**config.mk**
```make
export PLATFORM = sky130hd
export DESIGN_NAME = hpc_master
export DESIGN_NICKNAME = d
export VERILOG_FILES = /design/src/rtl/hpc_pkg.sv /design/src/rtl/hpc_bus_cmd.sv /design/src/rtl/hpc_master.sv
export SDC_FILE = /design/constraint.sdc
export NUM_CORES = 1
export LEC_CHECK = 0
export CAP_MARGIN = 30
export CORE_MARGIN = 5
export CORE_UTILIZATION = 44
export DETAILED_ROUTE_END_ITERATION = 10
export PLACE_DENSITY = 0.73
export SYNTH_ARGS = -nofsm -noshare
export SYNTH_HDL_FRONTEND = slang
export SYNTH_SLANG_ARGS = --single-unit
```
**constraint.sdc**
```tcl
create_clock -name clk -period 2.5 [get_ports clk]
set_input_delay 0.75 -clock clk [delete_from_list [all_inputs] [get_ports clk]]
set_output_delay 0.75 -clock clk [all_outputs]
set_load 0.05 [all_outputs]
```
**src/rtl/hpc_pkg.sv**
```systemverilog
// Shared addresses, register-bank bit positions and state encoding for the
// measurement master.
package hpc_pkg;

    localparam logic [3:0] A_ADDR = 4'h0;
    localparam logic [3:0] B_ADDR = 4'h4;
    localparam logic [3:0] O_ADDR = 4'h8;

    localparam int ENABLE_BIT = 0;

    typedef enum logic [2:0] {
        S_IDLE,
        S_WR_A,
        S_WR_B,
        S_RUN,
        S_RD,
        S_RD_WAIT,
        S_DIS,
        S_DONE
    } hpc_state_t;

    typedef struct packed {
        logic       rd;
        logic       wr;
        logic [3:0] addr;
    } cmd_hdr_t;

endpackage

```
**src/rtl/hpc_bus_cmd.sv**
```systemverilog
// Single-transfer Avalon-MM issue/hold unit: registers one command onto the bus.
// Latency: strobes appear the cycle after issue_vld; xfer_done marks the completing cycle.
// Backpressure: with HPC_MASTER_WAITREQ_EN the command is held until waitrequest is low.
module hpc_bus_cmd
    import hpc_pkg::*;
#(
    parameter int WIDTH = 32
) (
    input  logic             clk,
    input  logic             reset,
    input  logic             issue_vld,
    input  cmd_hdr_t         issue_hdr,
    input  logic [WIDTH-1:0] issue_dat,
`ifdef HPC_MASTER_WAITREQ_EN
    input  logic             master_waitrequest,
`endif
    output logic             xfer_done,
    output logic [3:0]       master_address,
    output logic             master_read,
    output logic             master_write,
    output logic [WIDTH-1:0] master_writedata
);

    logic held;

    assign held = master_read | master_write;

`ifdef HPC_MASTER_WAITREQ_EN
    assign xfer_done = held & ~master_waitrequest;
`else
    assign xfer_done = held;
`endif

    // A new command may be loaded in the same cycle the previous one completes.
    always_ff @(posedge clk or negedge reset) begin
        if (!reset) begin
            master_address   <= '0;
            master_read      <= 1'b0;
            master_write     <= 1'b0;
            master_writedata <= '0;
        end else if (issue_vld) begin
            master_address   <= issue_hdr.addr;
            master_read      <= issue_hdr.rd;
            master_write     <= issue_hdr.wr;
            master_writedata <= issue_dat;
        end else if (xfer_done) begin
            master_address   <= '0;
            master_read      <= 1'b0;
            master_write     <= 1'b0;
            master_writedata <= '0;
        end
    end

endmodule

```
**src/rtl/hpc_master.sv**
```systemverilog
// Avalon-MM master running one measurement: write ctrl/seed, idle N cycles, read count, disable.
// Latency: done in cycle N+5+RD_LATENCY after start (plus stalls); busy covers cycles 1..done.
// Backpressure: HPC_MASTER_WAITREQ_EN adds master_waitrequest, stretching each transfer; start ignored while busy.
module hpc_master
    import hpc_pkg::*;
#(
    parameter int WIDTH      = 32,
    parameter int CNT_W      = 16,
    parameter int RD_LATENCY = 1
) (
    input  logic             clk,
    input  logic             reset,
    input  logic             start,
    input  logic [WIDTH-1:0] i_cfg_a,
    input  logic [WIDTH-1:0] i_cfg_b,
    input  logic [CNT_W-1:0] i_run_cycles,
    output logic             busy,
    output logic             done,
    output logic [WIDTH-1:0] o_result,
    output logic [3:0]       master_address,
    output logic             master_read,
    output logic             master_write,
    output logic [WIDTH-1:0] master_writedata,
`ifdef HPC_MASTER_WAITREQ_EN
    input  logic             master_waitrequest,
`endif
    input  logic [WIDTH-1:0] master_readdata
);

    localparam int               LAT_W   = (RD_LATENCY > 1) ? $clog2(RD_LATENCY) : 1;
    localparam logic [WIDTH-1:0] EN_MASK = WIDTH'(1) << ENABLE_BIT;

    hpc_state_t       state;
    logic [WIDTH-1:0] cfg_a_q;
    logic [WIDTH-1:0] cfg_b_q;
    logic [CNT_W-1:0] run_q;
    logic [CNT_W-1:0] run_cnt;
    logic [LAT_W-1:0] lat_cnt;

    logic             issue_vld;
    cmd_hdr_t         issue_hdr;
    logic [WIDTH-1:0] issue_dat;
    logic             xfer_done;

    // Next bus command, loaded into the issue unit on the edge that enters the bus state.
    always_comb begin
        issue_vld = 1'b0;
        issue_hdr = '0;
        issue_dat = '0;
        case (state)
            S_IDLE: if (start) begin
                issue_vld = 1'b1;
                issue_hdr = '{rd: 1'b0, wr: 1'b1, addr: A_ADDR};
                issue_dat = i_cfg_a | EN_MASK;
            end
            S_WR_A: if (xfer_done) begin
                issue_vld = 1'b1;
                issue_hdr = '{rd: 1'b0, wr: 1'b1, addr: B_ADDR};
                issue_dat = cfg_b_q;
            end
            S_WR_B: if (xfer_done && run_q == '0) begin
                issue_vld = 1'b1;
                issue_hdr = '{rd: 1'b1, wr: 1'b0, addr: O_ADDR};
            end
            S_RUN: if (run_cnt == CNT_W'(1)) begin
                issue_vld = 1'b1;
                issue_hdr = '{rd: 1'b1, wr: 1'b0, addr: O_ADDR};
            end
            S_RD_WAIT: if (lat_cnt == '0) begin
                issue_vld = 1'b1;
                issue_hdr = '{rd: 1'b0, wr: 1'b1, addr: A_ADDR};
                issue_dat = cfg_a_q & ~EN_MASK;
            end
            default: ;
        endcase
    end

    always_ff @(posedge clk or negedge reset) begin
        if (!reset) begin
            state    <= S_IDLE;
            cfg_a_q  <= '0;
            cfg_b_q  <= '0;
            run_q    <= '0;
            run_cnt  <= '0;
            lat_cnt  <= '0;
            busy     <= 1'b0;
            done     <= 1'b0;
            o_result <= '0;
        end else begin
            case (state)
                S_IDLE: if (start) begin
                    cfg_a_q <= i_cfg_a;
                    cfg_b_q <= i_cfg_b;
                    run_q   <= i_run_cycles;
                    busy    <= 1'b1;
                    state   <= S_WR_A;
                end
                S_WR_A: if (xfer_done) state <= S_WR_B;
                S_WR_B: if (xfer_done) begin
                    if (run_q == '0) begin
                        state <= S_RD;
                    end else begin
                        run_cnt <= run_q;
                        state   <= S_RUN;
                    end
                end
                // Down-counter ends at 1 so a full-scale count never wraps.
                S_RUN: begin
                    if (run_cnt == CNT_W'(1)) state <= S_RD;
                    else                      run_cnt <= run_cnt - CNT_W'(1);
                end
                S_RD: if (xfer_done) begin
                    lat_cnt <= LAT_W'(RD_LATENCY - 1);
                    state   <= S_RD_WAIT;
                end
                S_RD_WAIT: begin
                    if (lat_cnt == '0) begin
                        o_result <= master_readdata;
                        state    <= S_DIS;
                    end else begin
                        lat_cnt <= lat_cnt - LAT_W'(1);
                    end
                end
                S_DIS: if (xfer_done) begin
                    done  <= 1'b1;
                    state <= S_DONE;
                end
                S_DONE: begin
                    done  <= 1'b0;
                    busy  <= 1'b0;
                    state <= S_IDLE;
                end
                default: state <= S_IDLE;
            endcase
        end
    end

    hpc_bus_cmd #(.WIDTH(WIDTH)) u_bus (
        .clk                (clk),
        .reset              (reset),
        .issue_vld          (issue_vld),
        .issue_hdr          (issue_hdr),
        .issue_dat          (issue_dat),
`ifdef HPC_MASTER_WAITREQ_EN
        .master_waitrequest (master_waitrequest),
`endif
        .xfer_done          (xfer_done),
        .master_address     (master_address),
        .master_read        (master_read),
        .master_write       (master_write),
        .master_writedata   (master_writedata)
    );

endmodule

```
[Yosys cells after proc, flatten, opt, wreduce, memory -nomap -nowiden]
Cells that the tools add are included.
Operators by class
  magnitude comparators: 0
  multiply operators: 0
  equal/unequal tests: 17
  reduce and logical (&&, ||, !) cells: 15
  muxes and demuxes: 42
  shift-type cells: 0
  $add $sub $neg: 2
  div/mod/pow operators: 0
  bitwise gates (word level): 2
Operators by type and width (number)
  $mux 32: 5
  $pmux 32 s3: 1
  $mux 16: 3
  $pmux 16 s2: 1
  $pmux 6 s5: 1
  $mux 3: 8
  $pmux 3 s8: 1
  $ne 2x2->1 const B: 9
  $eq 16x1->1 const B: 1
  $logic_not 16->1: 1
  $sub 16x1->16 const B: 1
  $mux 5: 3
  $eq 3x3->1 const B: 4
  $mux 6: 2
  $mux 1: 11
  $reduce_and 2->1: 5
  $reduce_bool 2->1: 5
  $mux 4: 2
  $reduce_and 7->1: 1
  $eq 3x2->1 const B: 2
  $pmux 1 s2: 3
  $pmux 1 s5: 1
  $reduce_and 4->1: 1
  $eq 3x1->1 const B: 1
  5 further kinds: 5
Storage, ports and cells
  word-level logic and storage cells: 91
  bits in latches: 0
  output and inout bits: 72
  memories kept: 0
  register bits: 172
  bits of input ports: 115
  bits in writable memories: 0
  bits in read-only memories: 0

[Logic depth before layout (Yosys ltp)]
Gate-level depths: netlist (run 1).
  depth in word-level cells: 5
  depth in mapped cells: 8
  depth with buffers taken out: 7

[Hierarchy]
From an unflattened synthesis (run 1), not the netlist that was laid out.
Second synthesis, totals
  cells, all modules: 805
  area total of the unflattened synthesis: 7652.3 um2
By module, submodules not included
  hpc_master: times used 1, sequential area each 3303.2 um2, area an instance 5919.4 um2, cells an instance 644
  hpc_bus_cmd: times used 1, sequential area each 950.9 um2, area an instance 1732.9 um2, cells an instance 161

[Worst setup path before layout (run 1)]
OpenSTA, ideal clock, no wires.
  path kind: reg-to-reg
  from: register run_cnt[10]
  to: register state[0]
  library setup time: 125 ps
  buffers on the path: 1
  path slack: 152 ps
  data required time: 2375 ps
  stages on the path, launching flop included: 6
  period minus slack after synthesis: 2348 ps
  arrival: 2223 ps
  path through: dfrtp_1 -> or4_1 -> buf_2 -> or4_4 -> a211oi_2 -> mux2_2
On the way
  longest elaborated chain between the ends: 3
RTL lines
  from (decl): line hpc_master.sv:37  | logic [CNT_W-1:0] run_cnt;
  from (signal assigned): line hpc_master.sv:103  | run_cnt <= run_q;
  from (signal assigned): line hpc_master.sv:110  | else run_cnt <= run_cnt - CNT_W'(1);
  $eq 16x1->1: line hpc_master.sv:109  | if (run_cnt == CNT_W'(1)) state <= S_RD;
  $ne 2x2->1 (no line)
  $reduce_and 7->1 (no line)
  to (signal assigned): line hpc_master.sv:109
  to (signal assigned): line hpc_master.sv:114  | state <= S_RD_WAIT;
  to (signal assigned): line hpc_master.sv:119  | state <= S_DIS;
  to (decl): line hpc_master.sv:33  | hpc_state_t state;
Every way passes these cells.
A chain may end at the register's enable or synchronous reset.

[Final worst setup path (run 1)]
  from: register busy
  to: output busy
RTL lines
  from (decl): line hpc_master.sv:17  | output logic busy,
  from (signal assigned): line hpc_master.sv:86  | busy <= 1'b0;
  from (signal assigned): line hpc_master.sv:95  | busy <= 1'b1;
  from (signal assigned): line hpc_master.sv:130  | busy <= 1'b0;
No word-level cell between the ends.

==> out/metrics.cfg, run 1 <==
[run_status]
status=finished clean

[worst_setup_path]
max_stage_delay_ps=830
r2r_start=run_cnt[10]
worstPathMaxFanout=3
cp_cell_sequence=clkdlybuf4s50_1
cp-start-kind=register
crit_slowest_cell=clkdlybuf4s50_1
rr_endpoint=state[0]
reg2reg_depth=4
crit_type=reg -> out
worstSetupPathDepth=1
cp_top_family=buffers and inverters
crit_end=busy
critPathRequiredTime_ps=1750
setup.worst_path.start=busy
critPathBufInv=1
reg2reg_slack_ps=90
worst_setup_path_end_kind=primary output
critPathArrivalTime_ps=1670

[detailed_routing]
vias_per_cell=5.422
wl_per_cell_microns=18.40
first_pass_iters=5
vias=5281
antenna_left=0
dr.first_iter.drc_count=434
post-route-drc-count=0
totalWireLength_mm=17.92

[yosys]
synth_area_leaders=dfrtp_1 59%, mux2_2 18%, a222oi_1 4.4%
synth_top_area_share_pct=59.15
synth_fa_ha_area_share_pct=0.3542
syn_inst=559
yosys.area_share.simple_pct=5.206
netlist_top_cells_count=167 x dfrtp_1, 112 x mux2_2, 46 x o21ai_0, 35 x inv_1, 32 x clkbuf_1
syn_avg_cell_area_sq_um=12.64
yosysUniqueCellTypes=48
synth_edf_count=0
synthFlopType=dfrtp_1
yosysMostFrequentCell=dfrtp_1
synth_xor_area_share_pct=0
yosysTopAreaCell=dfrtp_1
synthMuxAreaShare_pct=17.85
synth_compound_area_share_pct=13.12
synth-seq-area-share_pct=59.15
syn_area_sq_mm=0.007066
synth_seq_cells=167
yosys_warnings=0
synth-async-reset-ratio_pct=100.0
synth_top_family_by_area=multiplexers

[clock_tree]
clockRootBuffer=clkbuf_16
postCtsSetupBuffers=0
ctsHoldBuffers=0
path_clk_slew_ps=70
htree_levels=4
clk_latency_ps=430
cts_buffers=17
max-clock-path-buffers=2
cts_tree=done
cts_sinks=167
cts_resized=0

[floorplan]
die_area_sq_mm=0.01869
io_pins=187
die_h_microns=136.7
chipWidth_microns=136.7
start_util_pct=44.64
rows=46
core_sq_mm=0.01583

[timing]
max_freq_mhz=413.6
setup_violations=0
tightest_slew_ps=544.5
setup_slack_ps=82.23
slew_headroom_pct=63.59
fin_tns_setup_ps=0
finalCritPeriodShare_pct=96.71
skew_ps=11.34
finalHoldViolCount=0
finalMaxSlewViolations=0
rsz0062_at_grt=false
period_minus_slack_ps=2418

[power_and_ir_drop]
power.leakage_nw=4.035
ir_drop_mv=0.7580
power_density_mw_per_mm2=1382

[place]
dpl.hpwl_mm=12.51
port_buffers=183
place.gp.congestion=0.8549
dp_slack_ps=13.22

[global_routing]
grt-ovfl-total=0
grt_usage_pct=19.74
grt_max_degree=50
grt_pass1_wl_mm=29.08
grt_pass1_vias=5689
antenna_found_initial=0

[finish]
drive_gt1_share_pct=23.75
final_nets=862
syn_to_final_growth_pct=39.84
diodes=0

[job]
drv_cap=0

[hold_path]
hold_class=in -> async

[sequential cells by signal, indices dropped and copies added (netlist names)]
name,flops
busy,1
cfg_a_q,31
cfg_b_q,32
done,1
o_result,32
run_cnt,16
run_q,16
state,3
u_bus.master_address,2
u_bus.master_write,1
u_bus.master_writedata,32
[cell families after synthesis]
family / Yosys count
flops: 167
mux: 112
fa+ha+maj: 2
simple gates: 71
other cells: 1
buf+inv: 75
compound gates: 131
[through the flow]
step	instances	hold WS [ps]	total power (W)	util (%)	area, sq um
floorplan	560	454.4	0.008845	-	7069
global route	974	288.6	0.01443	62.43	9881
detailed placement	942	489.7	0.01110	58.70	9290
global placement	942	472.8	0.01082	58.70	9290
CTS	974	262.8	0.01378	62.43	9881
finish	974	263.8	0.01365	62.43	9881
[power breakdown]
part           internal, W  total (W)  switching [W]
clock network      0.00152    0.00262        0.00110
logic              0.00263    0.00614        0.00352
registers          0.00401    0.00489       0.000873
[placed cells by master (no fill, tap or decap), types with 2 or more instances in the layout]
| master | count |
|---|---|
| buf_4 | 15 |
| dfrtp_1 | 167 |
| or4_1 | 4 |
| or2_2 | 2 |
| clkbuf_1 | 3 |
| ha_1 | 2 |
| nand2_1 | 11 |
| o21ai_2 | 3 |
| clkdlybuf4s50_1 | 182 |
| o31ai_1 | 2 |
| nor2_1 | 20 |
| nor2_4 | 2 |
| nand3_1 | 5 |
| o21a_1 | 2 |
| nor2b_1 | 2 |
| a222oi_1 | 31 |
| inv_1 | 35 |
| and3_1 | 4 |
| clkbuf_16 | 17 |
| bufinv_16 | 2 |
| mux2_2 | 112 |
| a31oi_1 | 6 |
| o22ai_1 | 4 |
| buf_12 | 8 |
| nor4_1 | 10 |
| conb_1 | 2 |
| a21oi_1 | 22 |
| clkinv_4 | 5 |
| nor3_1 | 4 |
| or3b_2 | 2 |
| o21ai_0 | 46 |
| inv_6 | 2 |
[metal layers]
metal	track usage [%]	wire (microns)	vias up
met5	0	0	-
met4	5.767	237	0
met3	7.316	1360	25
met2	32.72	8992	165
met1	24.17	7327	2656
li1	-	-	2435
[final cells by class]
| class | count | area [sq um] |
|---|---|---|
| sequential | 167 | 4179 |
| clock buffer | 21 | 450.4 |
| clock inverter | 11 | 140.1 |
| tap | 216 | 270.3 |
| multi-input combinational | 318 | 2604 |
| timing repair buffer | 206 | 2106 |
| fill | 1213 | 5947 |
| inverter | 35 | 131.4 |
[worst min-delay path by stage]
stage                           endpoint  cells past startpoint
5_1_grt                        run_q[15]                      1
3_5_place_dp   u_bus.master_writedata[0]                      2
2_1_floorplan                       busy                      0
6_report                       run_q[11]                      1
4_1_cts          u_bus.master_address[3]                      1
3_3_place_gp   u_bus.master_writedata[0]                      2
Note: power is estimated with default switching activity, not from simulation.
==> inputs of run 2 (changes only) <==
--- a/config.mk
+++ b/config.mk
@@ -9,6 +9,7 @@
 export CORE_MARGIN = 5
 export CORE_UTILIZATION = 44
 export DETAILED_ROUTE_END_ITERATION = 10
+export GPL_TIMING_DRIVEN = 0
 export PLACE_DENSITY = 0.73
 export SYNTH_ARGS = -nofsm -noshare
 export SYNTH_HDL_FRONTEND = slang
==> out/metrics.cfg, run 2 (synthesis gave the netlist of run 1 again) <==
[run_status]
status=finished clean

[clock_tree]
clk_latency_ps=430  ; about the same
ctsHoldBuffers=0  ; unchanged
cts_tree=done
cts_sinks=167  ; unchanged
htree_levels=4  ; unchanged
cts_buffers=17  ; unchanged
clockRootBuffer=clkbuf_16
max-clock-path-buffers=2  ; unchanged
path_clk_slew_ps=60  ; about the same

[power_and_ir_drop]
power.leakage_nw=4.070  ; +0.88%
power_density_mw_per_mm2=1388  ; +0.45%
clkPwrFrac_pct=19.4  ; +0.2 points
pwr-share-comb_pct=45.2  ; +0.2 points
p_sw_share_pct=40.87  ; +0.65 points
seqPwrFrac_pct=35.4  ; -0.4 points
cellInternalPower_w=0.008108  ; -0.66%
p_sw_w=0.005605  ; +2.1%
ir_drop_mv=1.034  ; +36%
finalPower_w=0.01371  ; +0.43%

[finish]
layoutNonFillerInstCount=994  ; +2.1%
layout_commonest_cell=clkdlybuf4s50_1
diodes=0  ; unchanged
layout_common_cells=181 x clkdlybuf4s50_1, 167 x dfrtp_1, 111 x mux2_2
syn_to_final_growth_pct=39.81  ; about the same
largest_registers=cfg_b_q: 32 flops, o_result: 32 flops, u_bus.master_writedata: 32 flops
multiInputGateArea_sq_mm=0.002625  ; +0.82%
design_area_sq_mm=0.009878  ; about the same
fillCellCount=1208  ; -0.41%
final_nets=882  ; +2.3%
ff_latch_area_sq_mm=0.004179  ; unchanged
drive_gt1_share_pct=23.65  ; -0.096 points

[worst_setup_path]
cp-start-kind=register
cp_cell_sequence=or4_1, clkbuf_1, or4_4, a22oi_4, buf_6, o21ai_0
critPathArrivalTime_ps=2740  ; +1070 ps
worstPathMaxFanout=10  ; +7
worst_setup_path_end_kind=register
crit_type=reg -> reg
crit_slowest_cell=or4_4
critPathRequiredTime_ps=2790  ; +1040 ps
max_stage_delay_ps=570  ; -260 ps
cp_top_family=simple AND/OR/NAND/NOR gates
critPathBufInv=2  ; +1

[place]
dpl.hpwl_mm=13.44  ; +7.5%
place.gp.congestion=0.8640  ; +1.1%
dp.cells=960  ; +1.9%
placed_area_sq_mm=0.009204  ; -0.93%
port_buffers=183  ; unchanged
dp_slack_ps=-802.4  ; -815.6 ps

[global_routing]
grt_usage_pct=20.76  ; +1.0 points
grt_pass1_vias=5833  ; +2.5%
grt_pass1_wl_mm=30.05  ; +3.3%
antenna_found_initial=0  ; unchanged
grt_use_met2_pct=33.93  ; +1.2 points
grt_max_degree=86  ; +72%
grt-ovfl-total=0  ; unchanged
grt.busiest_layer=met2
grt_use_met3_pct=7.757  ; +0.44 points
grt_util_met1_pct=25.34  ; +1.2 points

[timing]
setup_violations=0  ; unchanged
setup_slack_ps=44.03  ; -38.20 ps
finalMaxSlewViolations=0  ; unchanged
finalCritPeriodShare_pct=98.24  ; +1.5 points
tightest_slew_ps=893.3  ; +348.8 ps
slew_headroom_pct=38.90  ; -25 points
skew_ps=7.844  ; -3.501 ps
period_minus_slack_ps=2456  ; +38.20 ps
max_freq_mhz=407.2  ; -1.6%
finalHoldViolCount=0  ; unchanged
rsz0062_at_grt=true

[detailed_routing]
dr.first_iter.drc_count=449  ; +3.5%
wl_per_cell_microns=19.08  ; +3.7%
vias=5499  ; +4.1%
totalWireLength_mm=18.97  ; +5.9%
antenna_left=0  ; unchanged
vias_per_cell=5.532  ; +2.0%
first_pass_iters=5  ; unchanged
post-route-drc-count=0  ; unchanged

[hold_path]
hold_class=in -> async

[floorplan]
start_util_pct=44.64  ; unchanged
rows=46  ; unchanged
io_pins=187  ; unchanged
chipWidth_microns=136.7  ; unchanged
core_sq_mm=0.01583  ; unchanged
die_area_sq_mm=0.01869  ; unchanged
die_h_microns=136.7  ; unchanged

[job]
drv_cap=0  ; unchanged

run 2: cell count changes in the layout (fill, tap and decap cells not counted), moves of 8 or more:
| cell | previous run | this run |
|---|---|---|
| clkbuf_2 | 0 | 14 |
| clkbuf_1 | 3 | 18 |
| buf_12 | 8 | 0 |
| buf_4 | 15 | 4 |
run 2: routing by layer:
metal,wire [microns],share of wire [%],vias up
met3,1777,9.4,26
met5,0,0,-
met2,9434,50,235
met1,7427,39,2756
met4,326,1.7,0
li1,-,-,2482
run 2: repair_timing:
| item | CTS | global route |
|---|---|---|
| resized for setup | 12 | 19 |
| cloned | 0 | 1 |
| setup buffers | 0 | 1 |
| endpoints found under the setup margin | 124 | 55 |
| pin swaps | 0 | 3 |
run 2: worst paths after layout:
kind	start	end	slack [ps]	cells past startpoint
worst min register to register	o_result[28]	o_result[28]	500	1
worst min-delay path	reset	run_q[12]	300	1
max in group asynchronous	reset	cfg_b_q[1]	1400	2
worst max-delay path	run_cnt[5]	run_cnt[10]	40	6
min in group clk	o_result[28]	o_result[28]	500	1
worst max register to register	run_cnt[5]	run_cnt[10]	40	6
run 2: metrics by stage:
stage | util [%] | hold WS, ps | setup TNS (ps)
3_5_place_dp | 58.15 | 491.2 | -64480
5_1_grt | 62.41 | 342.1 | -29.60
2_1_floorplan | - | 454.4 | 0
3_3_place_gp | 57.94 | 473.5 | -1036200
6_report | 62.41 | 296.1 | 0
4_1_cts | 62.11 | 327.1 | 0
run 2: layout make-up:
| type | instances | area share (%) |
|---|---|---|
| plain buffers | 40 | 1.951 |
| clock buffers | 19 | 4.484 |
| repair buffers | 185 | 18.97 |
| flip-flops and latches | 167 | 42.31 |
| well taps | 216 | 2.736 |
| multi-input cells | 319 | 26.57 |
| inverters | 35 | 1.330 |
| clock inverters | 13 | 1.647 |
run 2: power by group through the flow:
stage / clock [W] / sequential, W / combinational (W)
3_5_place_dp: 0 / 0.00487 / 0.00610
5_1_grt: 0.00285 / 0.00502 / 0.00662
3_3_place_gp: 0 / 0.00481 / 0.00591
2_1_floorplan: 0 / 0.00637 / 0.00247
6_report: 0.00266 / 0.00486 / 0.00619
4_1_cts: 0.00271 / 0.00485 / 0.00615
